**src/rtl/fact_pkg.sv**
```systemverilog
// ============================================================================
//  fact_pkg : shared register offsets, FSM encoding and limits for fact_accel_mmio
//  Rev 1.0
// ============================================================================
`default_nettype none

package fact_pkg;

   localparam logic [1:0] FACT_N      = 2'b00;
   localparam logic [1:0] FACT_GO     = 2'b01;
   localparam logic [1:0] FACT_STATUS = 2'b10;
   localparam logic [1:0] FACT_RESULT = 2'b11;

   localparam int FACT_MAX_N = 12;

   typedef enum logic [1:0] {
      ST_IDLE = 2'b00,
      ST_LOAD = 2'b01,
      ST_MUL  = 2'b10,
      ST_DONE = 2'b11
   } fact_state_t;

endpackage

`default_nettype wire

```
**src/rtl/fact_core.sv**
```systemverilog
// ============================================================================
//  fact_core : iterative n! engine (FSM, down-counter, product and sticky flags)
//  Optional FACT_ACCEL_IRQ_EN adds in_done_o marking the DONE state.  Rev 1.0
// ============================================================================
`default_nettype none

module fact_core
   import fact_pkg::*;
#(
   parameter int N_WIDTH    = 4,
   parameter int DATA_WIDTH = 32,
   parameter int MAX_N      = FACT_MAX_N
) (
   input  logic                  clk,
   input  logic                  rst,
   input  logic                  start,
   input  logic [N_WIDTH-1:0]    n,
   output logic                  busy,
   output logic                  done,
   output logic                  err,
   output logic [DATA_WIDTH-1:0] result
`ifdef FACT_ACCEL_IRQ_EN
   ,
   output logic                  in_done_o
`endif
);

   localparam logic [N_WIDTH-1:0]    c_max_n = N_WIDTH'(MAX_N);
   localparam logic [N_WIDTH-1:0]    c_one_n = N_WIDTH'(1);
   localparam logic [DATA_WIDTH-1:0] c_one_d = DATA_WIDTH'(1);

   fact_state_t           state_q, state_d;
   logic [N_WIDTH-1:0]    cnt_q, cnt_d;
   logic [DATA_WIDTH-1:0] product_q, product_d;
   logic [DATA_WIDTH-1:0] result_q, result_d;
   logic                  done_q, done_d;
   logic                  err_q, err_d;
   logic [DATA_WIDTH-1:0] w_prod;

   // Low DATA_WIDTH bits only; no overflow can occur for n <= MAX_N.
   assign w_prod = product_q * DATA_WIDTH'(cnt_q);

   always_ff @(posedge clk) begin
      if (rst) begin
         state_q   <= ST_IDLE;
         cnt_q     <= '0;
         product_q <= '0;
         result_q  <= '0;
         done_q    <= 1'b0;
         err_q     <= 1'b0;
      end else begin
         state_q   <= state_d;
         cnt_q     <= cnt_d;
         product_q <= product_d;
         result_q  <= result_d;
         done_q    <= done_d;
         err_q     <= err_d;
      end
   end

   always_comb begin
      state_d   = state_q;
      cnt_d     = cnt_q;
      product_d = product_q;
      result_d  = result_q;
      done_d    = done_q;
      err_d     = err_q;
      case (state_q)
         ST_IDLE: begin
            if (start) begin
               state_d = ST_LOAD;
               done_d  = 1'b0;
               err_d   = 1'b0;
            end
         end
         ST_LOAD: begin
            cnt_d     = n;
            product_d = c_one_d;
            if (n > c_max_n) begin
               result_d = '0;
               err_d    = 1'b1;
               state_d  = ST_DONE;
            end else begin
               state_d  = ST_MUL;
            end
         end
         ST_MUL: begin
            if (cnt_q > c_one_n) begin
               product_d = w_prod;
               cnt_d     = cnt_q - c_one_n;
            end else begin
               result_d = product_q;
               done_d   = 1'b1;
               state_d  = ST_DONE;
            end
         end
         ST_DONE: begin
            // The error path reaches here without done set; raise it now.
            done_d  = 1'b1;
            state_d = ST_IDLE;
         end
         default: state_d = ST_IDLE;
      endcase
   end

   assign busy   = (state_q != ST_IDLE);
   assign done   = done_q;
   assign err    = err_q;
   assign result = result_q;
`ifdef FACT_ACCEL_IRQ_EN
   assign in_done_o = (state_q == ST_DONE);
`endif

endmodule

`default_nettype wire

```
**src/rtl/fact_accel_mmio.sv**
```systemverilog
// ============================================================================
//  fact_accel_mmio : memory-mapped factorial accelerator (N, GO, STATUS, RESULT)
//  Optional FACT_ACCEL_IRQ_EN adds a one-cycle completion irq.  Rev 1.0
// ============================================================================
`default_nettype none

module fact_accel_mmio
   import fact_pkg::*;
#(
   parameter int N_WIDTH    = 4,
   parameter int DATA_WIDTH = 32,
   parameter int MAX_N      = FACT_MAX_N
) (
   input  logic                  clk,
   input  logic                  rst,
   input  logic                  WE,
   input  logic [1:0]            A,
   input  logic [DATA_WIDTH-1:0] WD,
   output logic [DATA_WIDTH-1:0] RD
`ifdef FACT_ACCEL_IRQ_EN
   ,
   output logic                  irq
`endif
);

   logic [N_WIDTH-1:0]    n_q, n_d;
   logic                  w_start;
   logic                  w_busy;
   logic                  w_done;
   logic                  w_err;
   logic [DATA_WIDTH-1:0] w_result;
   logic                  w_unused_wd;

   assign w_unused_wd = ^WD;

   // The core only honours start in IDLE, so GO while busy is dropped there.
   assign w_start = WE && (A == FACT_GO) && WD[0];

   always_comb begin
      n_d = n_q;
      if (WE && (A == FACT_N)) begin
         n_d = WD[N_WIDTH-1:0];
      end
   end

   always_ff @(posedge clk) begin
      if (rst) begin
         n_q <= '0;
      end else begin
         n_q <= n_d;
      end
   end

   fact_core #(
      .N_WIDTH    (N_WIDTH),
      .DATA_WIDTH (DATA_WIDTH),
      .MAX_N      (MAX_N)
   ) u_core (
      .clk    (clk),
      .rst    (rst),
      .start  (w_start),
      .n      (n_q),
      .busy   (w_busy),
      .done   (w_done),
      .err    (w_err),
      .result (w_result)
`ifdef FACT_ACCEL_IRQ_EN
      ,
      .in_done_o (irq)
`endif
   );

   always_comb begin
      RD = '0;
      case (A)
         FACT_N:      RD = {{(DATA_WIDTH-N_WIDTH){1'b0}}, n_q};
         FACT_GO:     RD = {{(DATA_WIDTH-1){1'b0}}, w_busy};
         FACT_STATUS: RD = {{(DATA_WIDTH-2){1'b0}}, w_err, w_done};
         FACT_RESULT: RD = w_result;
         default:     RD = '0;
      endcase
   end

endmodule

`default_nettype wire
```
**config.mk**
```make
export PLATFORM = sky130hd
export DESIGN_NAME = fact_accel_mmio
export DESIGN_NICKNAME = d
export VERILOG_FILES = /design/src/rtl/fact_pkg.sv /design/src/rtl/fact_core.sv /design/src/rtl/fact_accel_mmio.sv
export SDC_FILE = /design/constraint.sdc
export NUM_CORES = 1
export LEC_CHECK = 0
export ABC_AREA = 0
export ABC_CLOCK_PERIOD_IN_PS = 10200
export CORE_ASPECT_RATIO = 0.9
export CORE_MARGIN = 8
export CORE_UTILIZATION = 55
export CTS_CLUSTER_DIAMETER = 200
export DETAILED_ROUTE_END_ITERATION = 8
export PLACE_DENSITY_LB_ADDON = 0.05
export SLEW_MARGIN = 40
export SYNTH_ARGS = -nofsm -noshare
export SYNTH_HDL_FRONTEND = slang
export SYNTH_SLANG_ARGS = --single-unit
```
**constraint.sdc**
```tcl
create_clock -name clk -period 10.2 [get_ports clk]
set_input_delay 2.04 -clock clk [delete_from_list [all_inputs] [get_ports clk]]
set_output_delay 2.04 -clock clk [all_outputs]
set_load 0.01 [all_outputs]
```
==> results.cfg, run 1 <==
[synth]
synth_flop_cell = dfxtp_1
yosysSeqAreaShare = 0.218
yosys-top-cells-count = inv_1, nand2_1, and2_1
ys_seq_elements = 76
synth_most_common_cell = inv_1
synth_top_area_frac = 0.218
syn_area_per_cell_um2 = 7.82
async_flop_share = 0
synth.distinct_cells = 55
synth_top_area_cell = dfxtp_1
yosysWarnings = 0
syn_area_um2 = 6980
synthTopCellsByArea = dfxtp_1, fa_1, and2_1
synth_nets = 1025
synth_edf_count = 0
syn_inst = 892

[cts]
insertion_delay_ns = 0.35
htree_num_levels = 3
clkSlewWorstSetupHoldPaths_ns = 0.06
clock_path_buffers = 2
hold_buffers = 0
cts_made_buffers = 9
cts_sinks = 76
root_buffer = clkbuf_16
ctsResizeCount = 0
post_cts_buffers = 0
tritoncts = done

[grt]
grt_max_degree = 61
antenna_found_initial = 0
grt_pass1_wl_um = 29900
track_usage = 0.223
grt_pass1_vias = 6108
overflow = 0

[power_and_ir_drop]
ir_drop_uv = 110
intPower_mw = 0.571
p_seq_frac = 0.355
switching_share = 0.347
p_total_mw = 0.875
power_density_nw_per_um2 = 112
p_leak_nw = 3.61
p_sw_mw = 0.304
pwr-share-comb = 0.230
pwr-share-clk = 0.414

[finish]
fillers = 1119
final_nets = 1036
area.growth.synth_to_final_pct = 11.7
final_util = 0.621
antenna_cells = 0
layout-drive-gt1-share = 0.0441

[floorplan]
die_w_um = 135
dieArea_um2 = 16600
die_h_um = 123
fp-row-count = 39
core_um2 = 12500
start_util = 0.557
io_pins = 69

[drt]
wl_um = 17400
wl_per_cell_um = 16.3
vias_per_cell = 5.64
vias = 6042
drc_errors = 0
first_pass_iters = 5
drtIter0Drc = 389
drtAntennaViolNets = 0

[setup_path]
worstPathArrival_ns = 3.52
critPathCaptureType = primary output
crit_fanout = 33
cp.required_ns = 8.16
startpoint_type = input pin
worstSetupPathType = input pin to primary output

[sta]
min_period_over_period = 0.546
finalHoldViolCount = 0
fin_worst_skew_ns = 0.00675
drv_slew = 0
final-setup-viol-count = 0
fin_tns_setup_ns = 0
maxSlewHeadroom = 0.510
rsz0062_at_grt = no
max_freq_mhz = 180
final.min_clock_period_ns = 5.56
worst_slack_ns = 4.64
max_slew.worst_pin.slew_ns = 0.734

[place]
pre_cts_ws_ns = 4.63
gp_routability_congestion = 0.886
dp_hpwl_um = 12400
port_buffers = 40

[min_path]
hp-class = register to register

[status]
status = complete, no violations

[job]
cap_violations = 0
[cell usage in the layout (no fill, tap or decap), drive strengths merged, types with 2 or more instances in the layout]
master and n:
a221oi 2, inv 116, nand4 9, bufinv 2, o31ai 2, a21o 18
clkinv 3, o211a 2, clkdlybuf4s50 37, clkbuf 10, and2 93, a21oi 64
a211o 3, nand2b 4, o21a 3, nand2 100, a31oi 6, a32o 2
buf 13, nor2 41, xnor2 19, and3 34, nand3 39, fa 57
a22o 3, o211ai 4, xor2 11, a211oi 5, or2 3, ha 39
mux2i 6, o21ai 37, a21boi 3, a22oi 11, o21bai 4, nor2b 5
dfxtp 76, o31a 2, nor3 5
[state kept, by name, summed over array words and instances (netlist names)]
register / count
u_core.result: 32
u_core.product_q: 32
u_core.state_q: 2
u_core.done: 1
n_q: 4
u_core.err: 1
u_core.cnt_q: 4
[cell type report]
class | instances | area [um2] | share of cell area
clock buffers | 10 | 239 | 0.0307
clock inverters | 6 | 95.1 | 0.0122
inverters | 115 | 432 | 0.0554
multi-input cells | 651 | 4840 | 0.621
flip-flops and latches | 76 | 1520 | 0.195
well taps | 164 | 205 | 0.0263
repair buffers | 50 | 460 | 0.0591
[stage by stage]
step	cell area (um2)	hold WS, ns	std cells
after global routing	7790	0.469	1072
final	7790	0.446	1072
after global placement	7470	0.434	1056
after detailed placement	7460	0.441	1056
after CTS	7790	0.450	1072
after floorplan	6980	0.427	892
[kinds of logic (layout without fill, tap and decap cells)]
| family | count (synthesis) | in the layout | share of synthesized area |
|---|---|---|---|
| AO/OA/AOI/OAI | 180 | 180 | 0.163 |
| multiplexers | 8 | 8 | 0.0134 |
| flip-flops | 76 | 76 | 0.218 |
| AND/OR/NAND/NOR | 337 | 337 | 0.246 |
| XOR/XNOR | 30 | 30 | 0.0376 |
| buffers and inverters | 165 | 181 | 0.0887 |
| adder cells (fa/ha/maj) | 96 | 96 | 0.233 |
[worst max-delay path: stages]
cell and delay (ns):
buf_2 0.43, mux2_2 0.39, a22o_1 0.18, clkdlybuf4s50_1 0.48
[metal layers]
layer | part of all wire | wire (um) | up-vias | global-route usage
met5 | 0 | 0 | - | 0
met4 | 0.014 | 240 | 0 | 0.0519
met3 | 0.058 | 1000 | 16 | 0.0556
met2 | 0.48 | 8290 | 146 | 0.373
met1 | 0.45 | 7890 | 2928 | 0.284
li1 | - | - | 2952 | -
[final timing paths]
kind                                       endpoint                      startpoint  depth (start not counted)  slack [ns]
setup / recovery                              RD[1]                            A[0]                          4        4.64
hold / removal       u_core.result[16]$_SDFFE_PP0P_  u_core.result[16]$_SDFFE_PP0P_                          2        0.45
setup reg to reg  u_core.product_q[23]$_SDFFE_PP0P_    u_core.cnt_q[3]$_SDFFE_PP0P_                         15        5.83
hold reg to reg      u_core.result[16]$_SDFFE_PP0P_  u_core.result[16]$_SDFFE_PP0P_                          2        0.45
[power groups by stage]
stage          sequential, mW  combinational [mW]  clock, mW
5_1_grt                 0.312               0.221      0.381
3_3_place_gp            0.317               0.193          0
2_1_floorplan           0.317               0.135          0
6_report                0.311               0.201      0.362
4_1_cts                 0.311               0.201      0.371
3_5_place_dp            0.317               0.200          0
No activity file was read; power rests on OpenSTA's default activity.
==> inputs of run 2 (changes only) <==
Settings changed: ABC_CLOCK_PERIOD_IN_PS 10200 to 5410.
Clock period 10.2 ns to 5.41 ns, I/O delays scaled along.
==> run 2 against run 1 <==
Against the previous run:
- sequential share of layout area hardly changed
- final area is 0.18% higher
- core utilization is 0.11 points higher
- sequential cell count is the same
- clock-buffer cell count shrank 1
- sequential power rose by 94%
- global-route usage decreased by 0.080 points
==> results.cfg, run 2 (synthesized netlist as in run 1, its figures left out) <==
[floorplan]
io_pins = 69
fp-row-count = 39
dieArea_um2 = 16600
start_util = 0.557
core_um2 = 12500
die_w_um = 135
die_h_um = 123

[cts]
root_buffer = clkbuf_16
hold_buffers = 0
clock_path_buffers = 2
cts_made_buffers = 9
htree_num_levels = 3
clkSlewWorstSetupHoldPaths_ns = 0.06
tritoncts = done
insertion_delay_ns = 0.35
post_cts_buffers = 0
cts_sinks = 76
ctsResizeCount = 0

[place]
port_buffers = 40
pre_cts_ws_ns = 1.07
gp_routability_congestion = 0.885
dp_hpwl_um = 13000
place_area_um2 = 7480

[power_and_ir_drop]
intPower_mw = 1.06
p_sw_mw = 0.570
pwr-share-comb = 0.223
ir_drop_uv = 188
pwr-share-clk = 0.407
p_seq_frac = 0.369
p_leak_nw = 3.61
power_density_nw_per_um2 = 209
switching_share = 0.349

[sta]
holdWs_ns = 0.446
final.min_clock_period_ns = 4.42
drv_slew = 0
rsz0062_at_grt = no
fin_tns_setup_ns = 0
max_slew.worst_pin.slew_ns = 0.690
final-setup-viol-count = 0
maxSlewHeadroom = 0.540
max_freq_mhz = 226
fin_worst_skew_ns = 0.00554
min_period_over_period = 0.818
worst_slack_ns = 0.987
finalHoldViolCount = 0

[setup_path]
worstPathArrival_ns = 4.63
critPathCaptureType = register
worstSetupPathType = register to register
path_common_cell = o21ai_0
cp_slowest_cell = o21ai_0
cp_slowest_stage_delay_ns = 0.55
crit_buf_inv = 3
cp.required_ns = 5.61
crit_fanout = 21
worst_path_dominant_cell_family = adder cells
worstPathCellList = buf_4 -> and2_1 -> fa_1 -> inv_1 -> fa_1 -> inv_1 -> ha_1 -> nand3_1 -> nor2_1 -> and4b_1 -> o21ai_0 -> a31oi_1 -> o21ai_0 -> xnor2_1 -> o21ai_0
startpoint_type = register

[grt]
grt_max_degree = 61
overflow = 0
grt_pass1_wl_um = 29600
track_usage = 0.222
grt_pass1_vias = 5924
antenna_found_initial = 0

[drt]
vias_per_cell = 5.62
drc_errors = 0
route.met2.wl_um = 8340
drtAntennaViolNets = 0
drtIter0Drc = 436
wl_um = 17500
drt-met1-wl_um = 8210
top_layer = met4
first_pass_iters = 5
wl_per_cell_um = 16.3
wl_met3_um = 670
vias = 6041

[finish]
final_nets = 1038
final_util = 0.622
area.growth.synth_to_final_pct = 11.9
antenna_cells = 0
fin_area_um2 = 7810
layout-drive-gt1-share = 0.0440
final_common_cell = inv_1
layout_common_cells = inv_1, nand2_1, and2_1, dfxtp_1, a21oi_1

[job]
cap_violations = 0

[status]
status = complete, no violations

[min_path]
hp-class = register to register
run 2: cell type report:
cell class              instances  area [um2]
flip-flops and latches         76        1520
fillers                      1114        4730
well taps                     164         205
clock buffers                   9         225
repair buffers                 52         485
inverters                     115         432
clock inverters                 7        97.6
multi-input cells             651        4840
run 2: worst paths after layout:
path,start,end,slack [ns],cells past startpoint
min reg2reg,u_core.result[8]$_SDFFE_PP0P_,u_core.result[8]$_SDFFE_PP0P_,0.45,2
max,u_core.cnt_q[3]$_SDFFE_PP0P_,u_core.product_q[29]$_SDFFE_PP0P_,0.99,15
min,u_core.result[8]$_SDFFE_PP0P_,u_core.result[8]$_SDFFE_PP0P_,0.45,2
max reg2reg,u_core.cnt_q[3]$_SDFFE_PP0P_,u_core.product_q[29]$_SDFFE_PP0P_,0.99,15
run 2: metrics by stage:
step	instances	power, mW
after floorplan	892	0.852
after global routing	1074	1.71
final	1074	1.63
after global placement	1058	0.963
after detailed placement	1058	0.972
after CTS	1074	1.64
run 2: per-layer routing:
layer / vias up / global-route usage
met3: 18 / 0.0438
met5: - / 0
met1: 2942 / 0.284
met4: 0 / 0.0610
li1: 2952 / -
met2: 129 / 0.374
run 2: worst min-delay path: cells and delay by family (launching register included):
family | cells | cell delay (ns)
DFF | 1 | 0.30
AOI/OAI and AO/OA | 1 | 0.05
and+or+nand+nor | 1 | 0.05
run 2: power groups by stage:
stage | registers (mW) | logic [mW] | clock network [mW]
global route | 0.605 | 0.400 | 0.702
floorplan | 0.598 | 0.254 | 0
CTS | 0.601 | 0.359 | 0.680
detailed placement | 0.614 | 0.358 | 0
finish | 0.603 | 0.365 | 0.665
global placement | 0.613 | 0.350 | 0
==> inputs of run 3 (changes only) <==
Settings changed: ABC_CLOCK_PERIOD_IN_PS 5410 to 3800, CORE_UTILIZATION 55 to 53.
Clock period 5.41 ns to 3.8 ns, I/O delays scaled along.
==> run 3 against run 2 <==
Against the previous run:
- via count increased by 7.6%
- cell count increased by 7.7%
- the flow now finishes with violations (setup timing)
- final area increased by 14%
- sequential cell count stayed put
==> results.cfg, run 3 (synthesized netlist as in run 1, its figures left out) <==
[setup_path]
crit_fanout = 11
startpoint_type = register
worstSetupPathType = register to register
r2r_slack_ns = -0.06
cp.required_ns = 4.04
worstRegToRegCells = 14
cp_slowest_stage_delay_ns = 0.57
critPathCaptureType = register
worstPathCellList = buf_12 -> and2_4 -> fa_1 -> inv_2 -> fa_1 -> inv_2 -> ha_4 -> a21o_1 -> nand4_1 -> a21boi_2 -> or3_4 -> a32o_2 -> a2111o_1 -> a32o_1
worstPathArrival_ns = 4.10
reg2reg_to = u_core.product_q[28]$_SDFFE_PP0P_
regToRegStartpoint = u_core.cnt_q[1]$_SDFFE_PP0P_
cp_slowest_cell = fa_1

[min_path]
hold_path_depth = 2
min_to = u_core.result[18]$_SDFFE_PP0P_
hp-class = register to register
min-delay-start = u_core.result[18]$_SDFFE_PP0P_

[sta]
final.min_clock_period_ns = 3.86
fin_worst_skew_ns = 0.00535
min_period_over_period = 1.02
max_freq_mhz = 259
rsz0062_at_grt = yes
maxSlewHeadroom = 0.606
final-setup-viol-count = 1
max_slew.worst_pin.slew_ns = 0.591
finalHoldViolCount = 0
drv_slew = 0
worst_slack_ns = -0.0587

[floorplan]
start_util = 0.546
die_w_um = 137
dieArea_um2 = 17100
core_um2 = 12800
io_pins = 69
die_h_um = 125
fp-row-count = 39

[drt]
drc_errors = 0
first_pass_iters = 7
vias = 6498
wl_um = 19300
vias_per_cell = 5.62
drtIter0Drc = 435
drtAntennaViolNets = 0
wl_per_cell_um = 16.7

[power_and_ir_drop]
p_total_mw = 2.48
p_leak_nw = 4.04
power_density_nw_per_um2 = 280
ir_drop_uv = 320

[status]
status = complete, but fails checks
violations = setup timing

[cts]
insertion_delay_ns = 0.35
htree_num_levels = 3
hold_buffers = 0
cts_sinks = 76
root_buffer = clkbuf_16
tritoncts = done
clkSlewWorstSetupHoldPaths_ns = 0.06
cts_made_buffers = 9
clock_path_buffers = 2

[place]
place_area_um2 = 8160
place_inst = 1134
dp_hpwl_um = 14300
gp_routability_congestion = 0.917
port_buffers = 40

[finish]
antenna_cells = 0
final_util = 0.695
final_cells = 1157
regArea_um2 = 1530
multi_input_area_um2 = 5190
layout-drive-gt1-share = 0.188
area.growth.synth_to_final_pct = 27.2
layout_common_cells = inv_1, nand2_1, buf_4, and2_1, dfxtp_1
fin_area_um2 = 8880
fillers = 1056
final_nets = 1121
final_common_cell = inv_1

[grt]
overflow = 0
grt_max_degree = 44
antenna_found_initial = 0
grt_pass1_wl_um = 32300
grt_pass1_vias = 6619
track_usage = 0.231

[job]
cap_violations = 0
==> run 3: changes by cell type in the layout (fill, tap and decap cells not counted), moves of 9 or more <==
cell,previous run,this run
ha_4,0,16
a21oi_2,1,10
ha_1,39,19
buf_4,12,88
a21oi_1,63,53
and2_1,93,82
o21ai_0,37,21
o21ai_1,0,13
and2_4,0,11
==> run 3: power breakdown <==
group	total (mW)	switching, mW	internal, mW
Clock	1.04	0.364	0.680
Sequential	0.851	0.0317	0.820
Combinational	0.589	0.427	0.162
Total	2.48	0.822	1.66
==> run 3: repair_timing <==
item | CTS | global route
resized for setup | 35 | 51
pin swaps | 20 | 21
setup buffers | 5 | 2
setup endpoints to repair | 10 | 18
==> run 3: per-layer routing <==
metal | GRT usage | part of all wire | vias up
met5 | 0 | 0 | -
met4 | 0.0690 | 0.017 | 0
met3 | 0.0496 | 0.040 | 28
met2 | 0.390 | 0.50 | 127
met1 | 0.286 | 0.44 | 3217
li1 | - | - | 3126
==> run 3: layout make-up <==
class                           count  share of cell area
Timing Repair Buffer              135               0.131
Clock buffer                       11              0.0285
Sequential cell                    76               0.172
Inverter                          115              0.0486
Tap cell                          164              0.0231
Clock inverter                      5              0.0120
Multi-Input combinational cell    651               0.585
==> run 3: per-stage QoR <==
stage	setup TNS, ns	worst slack [ns]	hold WS (ns)
after detailed placement	-0.666	-0.186	0.441
after global routing	-0.721	-0.190	0.466
final	-0.0587	-0.0587	0.448
after floorplan	0	0.0118	0.427
after global placement	-0.420	-0.146	0.435
after CTS	-0.126	-0.0731	0.449
==> run 3: worst max-delay path: cells and delay by family (launching register included) <==
family	cells	cell delay, ns
flops	1	0.33
simple gates	3	0.66
fa+ha+maj	3	1.35
buf+inv	3	0.26
compound gates	5	1.15
==> run 3: worst max path at each step <==
stage	start	end	slack [ns]
after floorplan	u_core.cnt_q[3]$_SDFFE_PP0P_	u_core.product_q[28]$_SDFFE_PP0P_	0.01
after global placement	u_core.cnt_q[3]$_SDFFE_PP0P_	u_core.product_q[28]$_SDFFE_PP0P_	-0.15
after detailed placement	u_core.cnt_q[2]$_SDFFE_PP0P_	u_core.product_q[28]$_SDFFE_PP0P_	-0.19
after CTS	u_core.cnt_q[3]$_SDFFE_PP0P_	u_core.product_q[28]$_SDFFE_PP0P_	-0.07
after global routing	u_core.cnt_q[2]$_SDFFE_PP0P_	u_core.product_q[31]$_SDFFE_PP0P_	-0.19
final	u_core.cnt_q[1]$_SDFFE_PP0P_	u_core.product_q[28]$_SDFFE_PP0P_	-0.06
